--- config.mk ---
export PLATFORM = sky130hd
export DESIGN_NAME = seg7_blink_ctrl
export DESIGN_NICKNAME = d
export VERILOG_FILES = /design/src/rtl/seg7_pkg.sv /design/src/rtl/seg7_blink_ctrl_prescaler.sv /design/src/rtl/seg7_blink_ctrl.sv
export SDC_FILE = /design/constraint.sdc
export NUM_CORES = 1
export LEC_CHECK = 0
export CORE_UTILIZATION = 45
export CTS_BUF_LIST = sky130_fd_sc_hd__clkbuf_16
export DETAILED_ROUTE_END_ITERATION = 6
export GPL_TIMING_DRIVEN = 0
export PLACE_DENSITY = 0.65
export REMOVE_ABC_BUFFERS = 1
export SLEW_MARGIN = 10
export SYNTH_ARGS = -nofsm -noshare
export SYNTH_HDL_FRONTEND = slang
export SYNTH_HIERARCHICAL = 1
export SYNTH_SLANG_ARGS = --single-unit
export TNS_END_PERCENT = 30
--- constraint.sdc ---
create_clock -name CLK -period 7.15 [get_ports CLK]
set_input_delay 1.43 -clock CLK [delete_from_list [all_inputs] [get_ports CLK]]
set_output_delay 1.43 -clock CLK [all_outputs]
set_load 0.005 [all_outputs]
--- src/rtl/seg7_pkg.sv ---
// Shared types and constants for the DE0 7-segment "L" blink sequencer.
package seg7_pkg;

    typedef enum logic [2:0] {
        IDLE      = 3'd0,
        STEADY    = 3'd1,
        BLINK_ON  = 3'd2,
        BLINK_OFF = 3'd3,
        DONE      = 3'd4
    } state_t;

    localparam logic [1:0] MODE_STEADY = 2'b00;
    localparam logic [1:0] MODE_BLINK  = 2'b01;
    localparam logic [1:0] MODE_BURST  = 2'b10;

    localparam int unsigned CLK_HZ_DEFAULT = 50000000;

endpackage

--- src/rtl/seg7_blink_ctrl_prescaler.sv ---
// Free-running divider producing a one-cycle tick every HALF cycles while run is high.
module tick_prescaler #(
    parameter int unsigned HALF = 4
) (
    input  logic CLK,
    input  logic nRST,
    input  logic run,
    input  logic clr,
    output logic tick
);

    localparam int unsigned CNT_W = (HALF > 1) ? $clog2(HALF) : 1;
    localparam logic [CNT_W-1:0] LAST = CNT_W'(HALF - 1);

    if (HALF < 2) begin : gHalfCheck
        $error("tick_prescaler: HALF must be at least 2");
    end

    logic [CNT_W-1:0] cnt;

    // Count 0..HALF-1 while running, wrap on the terminal value, hold at 0 otherwise.
    always_ff @(posedge CLK or negedge nRST) begin
        if (!nRST) begin
            cnt <= '0;
        end else if (clr || !run) begin
            cnt <= '0;
        end else if (cnt == LAST) begin
            cnt <= '0;
        end else begin
            cnt <= cnt + CNT_W'(1);
        end
    end

    assign tick = run && !clr && (cnt == LAST);

endmodule

--- src/rtl/seg7_blink_ctrl.sv ---
// Mode sequencer driving the "L"/"0" select of the 7-segment decoder:
// steady, continuous blink and counted burst, with start/stop control.
module seg7_blink_ctrl
    import seg7_pkg::*;
#(
    parameter int unsigned CLK_HZ    = CLK_HZ_DEFAULT,
    parameter int unsigned BLINK_HZ  = 2,
    parameter int unsigned BURST_CNT = 4
) (
    input  logic       CLK,
    input  logic       nRST,
    input  logic       start,
    input  logic       stop,
    input  logic [1:0] mode,
    output logic       en,
    output logic       busy,
    output logic       done,
    output logic [3:0] phase_cnt
);

    localparam int unsigned HALF = CLK_HZ / (2 * BLINK_HZ);
    localparam logic [3:0] BURST_LAST = 4'(BURST_CNT);

    if (BURST_CNT < 1 || BURST_CNT > 15) begin : gBurstCheck
        $error("seg7_blink_ctrl: BURST_CNT must be in 1..15");
    end

    state_t     state;
    logic [1:0] modeLat;
    logic       tick;
    logic       run;
    logic       startAcc;

    assign run      = (state == BLINK_ON) || (state == BLINK_OFF);
    assign startAcc = start && !stop && (state == IDLE);

    tick_prescaler #(
        .HALF(HALF)
    ) uPrescaler (
        .CLK (CLK),
        .nRST(nRST),
        .run (run),
        .clr (startAcc),
        .tick(tick)
    );

    // Mode FSM; outputs are assigned alongside the next state so they stay registered.
    always_ff @(posedge CLK or negedge nRST) begin
        if (!nRST) begin
            state     <= IDLE;
            modeLat   <= MODE_STEADY;
            en        <= 1'b0;
            busy      <= 1'b0;
            done      <= 1'b0;
            phase_cnt <= '0;
        end else begin
            done <= 1'b0;
            if (stop) begin
                state <= IDLE;
                en    <= 1'b0;
                busy  <= 1'b0;
            end else begin
                case (state)
                    IDLE: begin
                        if (start) begin
                            modeLat   <= mode;
                            phase_cnt <= '0;
                            en        <= 1'b1;
                            busy      <= 1'b1;
                            if (mode == MODE_BLINK || mode == MODE_BURST) begin
                                state <= BLINK_ON;
                            end else begin
                                state <= STEADY;
                            end
                        end
                    end
                    STEADY: begin
                        en   <= 1'b1;
                        busy <= 1'b1;
                    end
                    BLINK_ON: begin
                        if (tick) begin
                            state <= BLINK_OFF;
                            en    <= 1'b0;
                            if (phase_cnt != 4'hF) begin
                                phase_cnt <= phase_cnt + 4'd1;
                            end
                        end
                    end
                    BLINK_OFF: begin
                        if (tick) begin
                            if (modeLat == MODE_BURST && phase_cnt == BURST_LAST) begin
                                state <= DONE;
                                en    <= 1'b0;
                                done  <= 1'b1;
                            end else begin
                                state <= BLINK_ON;
                                en    <= 1'b1;
                            end
                        end
                    end
                    DONE: begin
                        state <= IDLE;
                        en    <= 1'b0;
                        busy  <= 1'b0;
                    end
                    default: begin
                        state <= IDLE;
                        en    <= 1'b0;
                        busy  <= 1'b0;
                    end
                endcase
            end
        end
    end

endmodule

# Yosys cells after proc, flatten, opt, wreduce, memory -nomap -nowiden
# Cells that the tools add are included.
# Widths: inputs -> output; s select.
# classes
bitwise	1
eq_ne	17
reduce_logical	19
addsub	2
muxes	25
# op_table
op	n
$mux 24	2
$add 24x1->24 const B	1
$eq 24x24->1 const B	1
$mux 3	5
$mux 4	3
$pmux 3 s4	1
$mux 1	10
$ne 3x3->1 const B	3
$pmux 4 s2	1
$eq 3x2->1 const B	2
$ne 2x2->1 const B	3
$reduce_and 3->1	2
$logic_and 1x1->1	5
$reduce_and 5->1	1
$add 4x1->4 const B	1
$eq 2x2->1 const B	2
$eq 4x3->1 const B	1
$ne 2x1->1 const B	2
$ne 4x4->1 const B	1
$pmux 1 s4	1
$reduce_and 4->1	1
$eq 3x1->1 const B	1
$logic_not 1->1	3
$logic_not 3->1	1
other kinds (8)	10
# totals
in_bits	6
out_inout_bits	7
elab_cells	71
regBits	36

# Logic depth before layout (Yosys ltp)
# Gate-level depths: netlist of the first run.
# depth
ltp_word	9
mapped_depth	9
depth_no_buf	8

# Cells and area by module
# Netlist of the first run, hierarchy kept.
# by_module_without_submodules
mod	seq_area_each_um2	instances	area_each_um2	cells_each
tick_prescaler	600.6	1	1263.7	134
seg7_blink_ctrl	300.3	1	656.9	66

# Least setup slack after synthesis of the first run
# Ideal clock, no wire load.
# synth_timing
path_kind	input to register
start	input stop
end	register phase_cnt[3]
required_ns	7.073
path_stages	8
arrival_ns	2.882
path_buffers	0
slack_ns	4.191
setup_time_ns	0.077
cell_sequence	nor4_1 nand2_1 inv_1 nand2b_1 nor2_1 a21boi_4 or4_1 a21oi_1
# synth_via
elab_chain_cells	8
elab_cells_between_ends	9
cone_classes	eq/ne: 1; bitwise: 1; reduce/logical: 7
# synth_lines
item	line	source
start: declaration	seg7_blink_ctrl.sv:13	input logic stop,
$logic_not 1->1	seg7_blink_ctrl.sv:35	assign startAcc = start && !stop && (state == IDLE);
$logic_and 1x1->1 (2 in series)	seg7_blink_ctrl.sv:35	
net startAcc	seg7_blink_ctrl.sv:32	logic startAcc;
$logic_not 1->1	seg7_blink_ctrl_prescaler.sv:34	assign tick = run && !clr && (cnt == LAST);
$logic_and 1x1->1 (2 in series)	seg7_blink_ctrl_prescaler.sv:34	
net tick	seg7_blink_ctrl.sv:30	logic tick;
$ne 2x2->1 (no line)	-	
$reduce_and 5->1 (no line)	-	
end signal: assignment	seg7_blink_ctrl.sv:86	phase_cnt <= phase_cnt + 4'd1;
end: declaration	seg7_blink_ctrl.sv:18	output logic [3:0] phase_cnt
# The timed path passes the listed nets, and every way through them passes these cells.
# A chain may end at the register's enable or synchronous reset.

# Final worst setup path of the first run
# Ends and elaborated chain as after synthesis.

==> out/metrics.cfg, run 1 <==
[logic_synthesis]
syn_area_mm2 = 0.001921
synth-seq-cells = 36
synthCells = 200
synth_edf_count = 0
synth_cell_types = 39
synth.top_cell.area_share_pct = 46.91
synthFlopType = dfrtp_1
synth.most_common_cell = dfrtp_1
avgSynthCellArea_um2 = 9.603
synth_area_leaders = dfrtp_1 (47%), xnor2_1 (5.0%), nor2_1 (4.7%)
seq_area_frac_synth_pct = 46.91
synth_warnings = 6
yosys-top-cells-count = dfrtp_1 (36), nor2_1 (24), a21oi_1 (13)
synthArstFlopShare_pct = 100.0
yosysTopAreaCell = dfrtp_1

[die]
row_count = 23
core_mm2 = 0.004058
die_height_um = 67.33
ios = 13
initial_utilization_pct = 47.33
die-area_mm2 = 0.004533
die_x_um = 67.33

[finish]
final_util_pct = 53.93
final_nets = 222
n_antenna_cell = 0
area_growth_pct = 13.94
drive_gt1_share_pct = 7.944

[critical_path]
cp_data_required_time_ns = 7.36
r2r_slack_ns = 4.38
path_max_fanout = 7
critical_path_arrival_ns = 3.83
cpLargestDelayFamily = simple AND/OR/NAND/NOR gates
critPathBufInv = 2
slowest_delay_ns = 0.60
worstPathCellList = clkdlybuf4s50_1 -> nor4_1 -> nand2_1 -> inv_1 -> nand2b_1 -> nor2_1 -> a21boi_4 -> or4_1 -> a21oi_1
cp_slowest_cell = clkdlybuf4s50_1
cp-start-kind = primary input
cp-end-kind = flip-flop
crit_type = in2reg

[clocking]
cts-root-buf = clkbuf_16
cts_setup_buffers = 0
cts-htree-levels = 2
cts-resized-gates = 0
clkLatencyLatePin_ns = 0.28
cts_tree = done
clock-sinks = 36
cts_hold_buf = 0
clkTransAtPathRegs_ns = 0.05
clockBufferDepth = 2
cts_buffers = 5

[timing]
final-hold-violation-count = 0
skew_ns = 0.003614
max-slew-margin-rel_pct = 44.76
setup_tns_ns = 0
rsz0062_at_grt = false
finalSetupViolCount = 0
timing.hold.ws_ns = 0.4882
min_period_over_period_pct = 50.72
drv_slew = 0
period_minus_slack_ns = 3.626
worst_slew_pin_slew_ns = 0.8285
timing.fmax_mhz = 275.8

[routing]
final_antenna_net_count = 0
first_pass_iters = 4
drc = 0
routedWlPerCell_um = 14.91
wl_um = 3935
via_count = 1535
via_per_inst = 5.814
drt_iter0_drc = 69

[global_route]
grt_pass1_vias = 1501
antenna_found_initial = 0
grtUsageTotal_pct = 20.37
grt_max_degree = 37
grt_first_pass_wirelength_um = 6727
grt_overflow = 0

[placement]
portBuffers = 12
gp_congestion = 0.7648
place_hpwl_um = 2687

[power_and_ir_drop]
ir_drop_uv = 121.6
totalPowerFinal_w = 0.0004529
p_leak_nw = 0.8007
power.density_mw_per_mm2 = 207.0

[job]
drv_cap = 0

[run_status]
status = complete, no violations

[min_path]
hold_class = reg2reg

## routing by layer
layer  routed length, um  track usage (%)
met5                   0                0
met2                1944            33.25
met4                  72            9.043
met3                 157            5.743
met1                1760            24.87
## layout make-up
class	count	area [um^2]
flip-flops and latches	36	900.9
clock inverters	3	11.26
well taps	50	62.56
clock buffers	5	125.1
inverters	11	41.29
fillers	346	1869
repair buffers	12	115.1
multi-input cells	147	932.1
## path summary, 6_finish.rpt
path                                   start                  to  cells after the start
max                                     stop        phase_cnt[3]                      9
min                        uPrescaler/cnt[0]   uPrescaler/cnt[0]                      1
max reg2reg                uPrescaler/cnt[0]        phase_cnt[3]                      8
min reg2reg                uPrescaler/cnt[0]   uPrescaler/cnt[0]                      1
max in group asynchronous               nRST  uPrescaler/cnt[10]                      1
min in group asynchronous               nRST        phase_cnt[2]                      1
## cell usage in the layout (no fill, tap or decap), types with 2 or more instances in the layout
| cell type | instances |
|---|---|
| or4_4 | 2 |
| nor3_1 | 4 |
| clkbuf_16 | 5 |
| xor2_1 | 2 |
| o21ai_0 | 9 |
| clkdlybuf4s50_1 | 11 |
| dfrtp_1 | 36 |
| nor2_1 | 24 |
| xnor2_1 | 11 |
| o31ai_1 | 7 |
| nand2b_1 | 2 |
| and4_1 | 2 |
| nand3_1 | 9 |
| a2111oi_0 | 2 |
| mux2_2 | 2 |
| a21oi_1 | 13 |
| inv_1 | 13 |
| nor4_1 | 9 |
| ha_1 | 3 |
| nand4_1 | 4 |
| or3_1 | 8 |
| nand2_1 | 12 |
| or4_1 | 7 |
## report_power, final
group | internal, W | switching [W]
clock network | 0.000125 | 0.0000787
logic | 0.0000143 | 0.0000180
registers | 0.000210 | 0.00000673
total | 0.000350 | 0.000103
## logic make-up after synthesis
logic type	count (synthesis)	synth area share, %
XOR/XNOR	13	5.928
multiplexers	2	1.173
AO/OA/AOI/OAI	38	12.83
flip-flops	36	46.91
AND/OR/NAND/NOR	91	26.64
adder cells (fa/ha/maj)	3	1.955
buffers and inverters	17	4.560
## state kept, by name, summed over array words and instances (netlist names)
register / flops
modeLat: 2
busy: 1
phase_cnt: 4
done: 1
en: 1
state: 3
uPrescaler/cnt: 24
## metrics by stage
step / cells / cell area (um^2) / setup WS (ns)
floorplan: 194 / 1874 / 4.191
global placement: 256 / 2057 / 3.351
detailed placement: 256 / 2052 / 3.272
CTS: 264 / 2188 / 3.561
global route: 264 / 2188 / 3.348
finish: 264 / 2188 / 3.524
No activity file was read; power rests on OpenSTA's default activity.
==> inputs of run 2 (changes only) <==
==> constraint.sdc (replaced) <==
create_clock -name CLK -period 3.4 [get_ports CLK]
set_input_delay 0.68 -clock CLK [delete_from_list [all_inputs] [get_ports CLK]]
set_output_delay 0.68 -clock CLK [all_outputs]
set_load 0.005 [all_outputs]
==> results of run 2 <==
The final DEF is identical to that of run 1. Status: complete, no violations.
Among the figures that moved: setup slack after placement 3.272 ns -> 0.2719 ns; setup slack after layout 3.524 ns -> 0.5239 ns; register-to-register setup slack 4.38 ns -> 0.63 ns; total power 0.0004529 W -> 0.0009525 W; worst IR drop on VDD 121.6 uV -> 255.7 uV
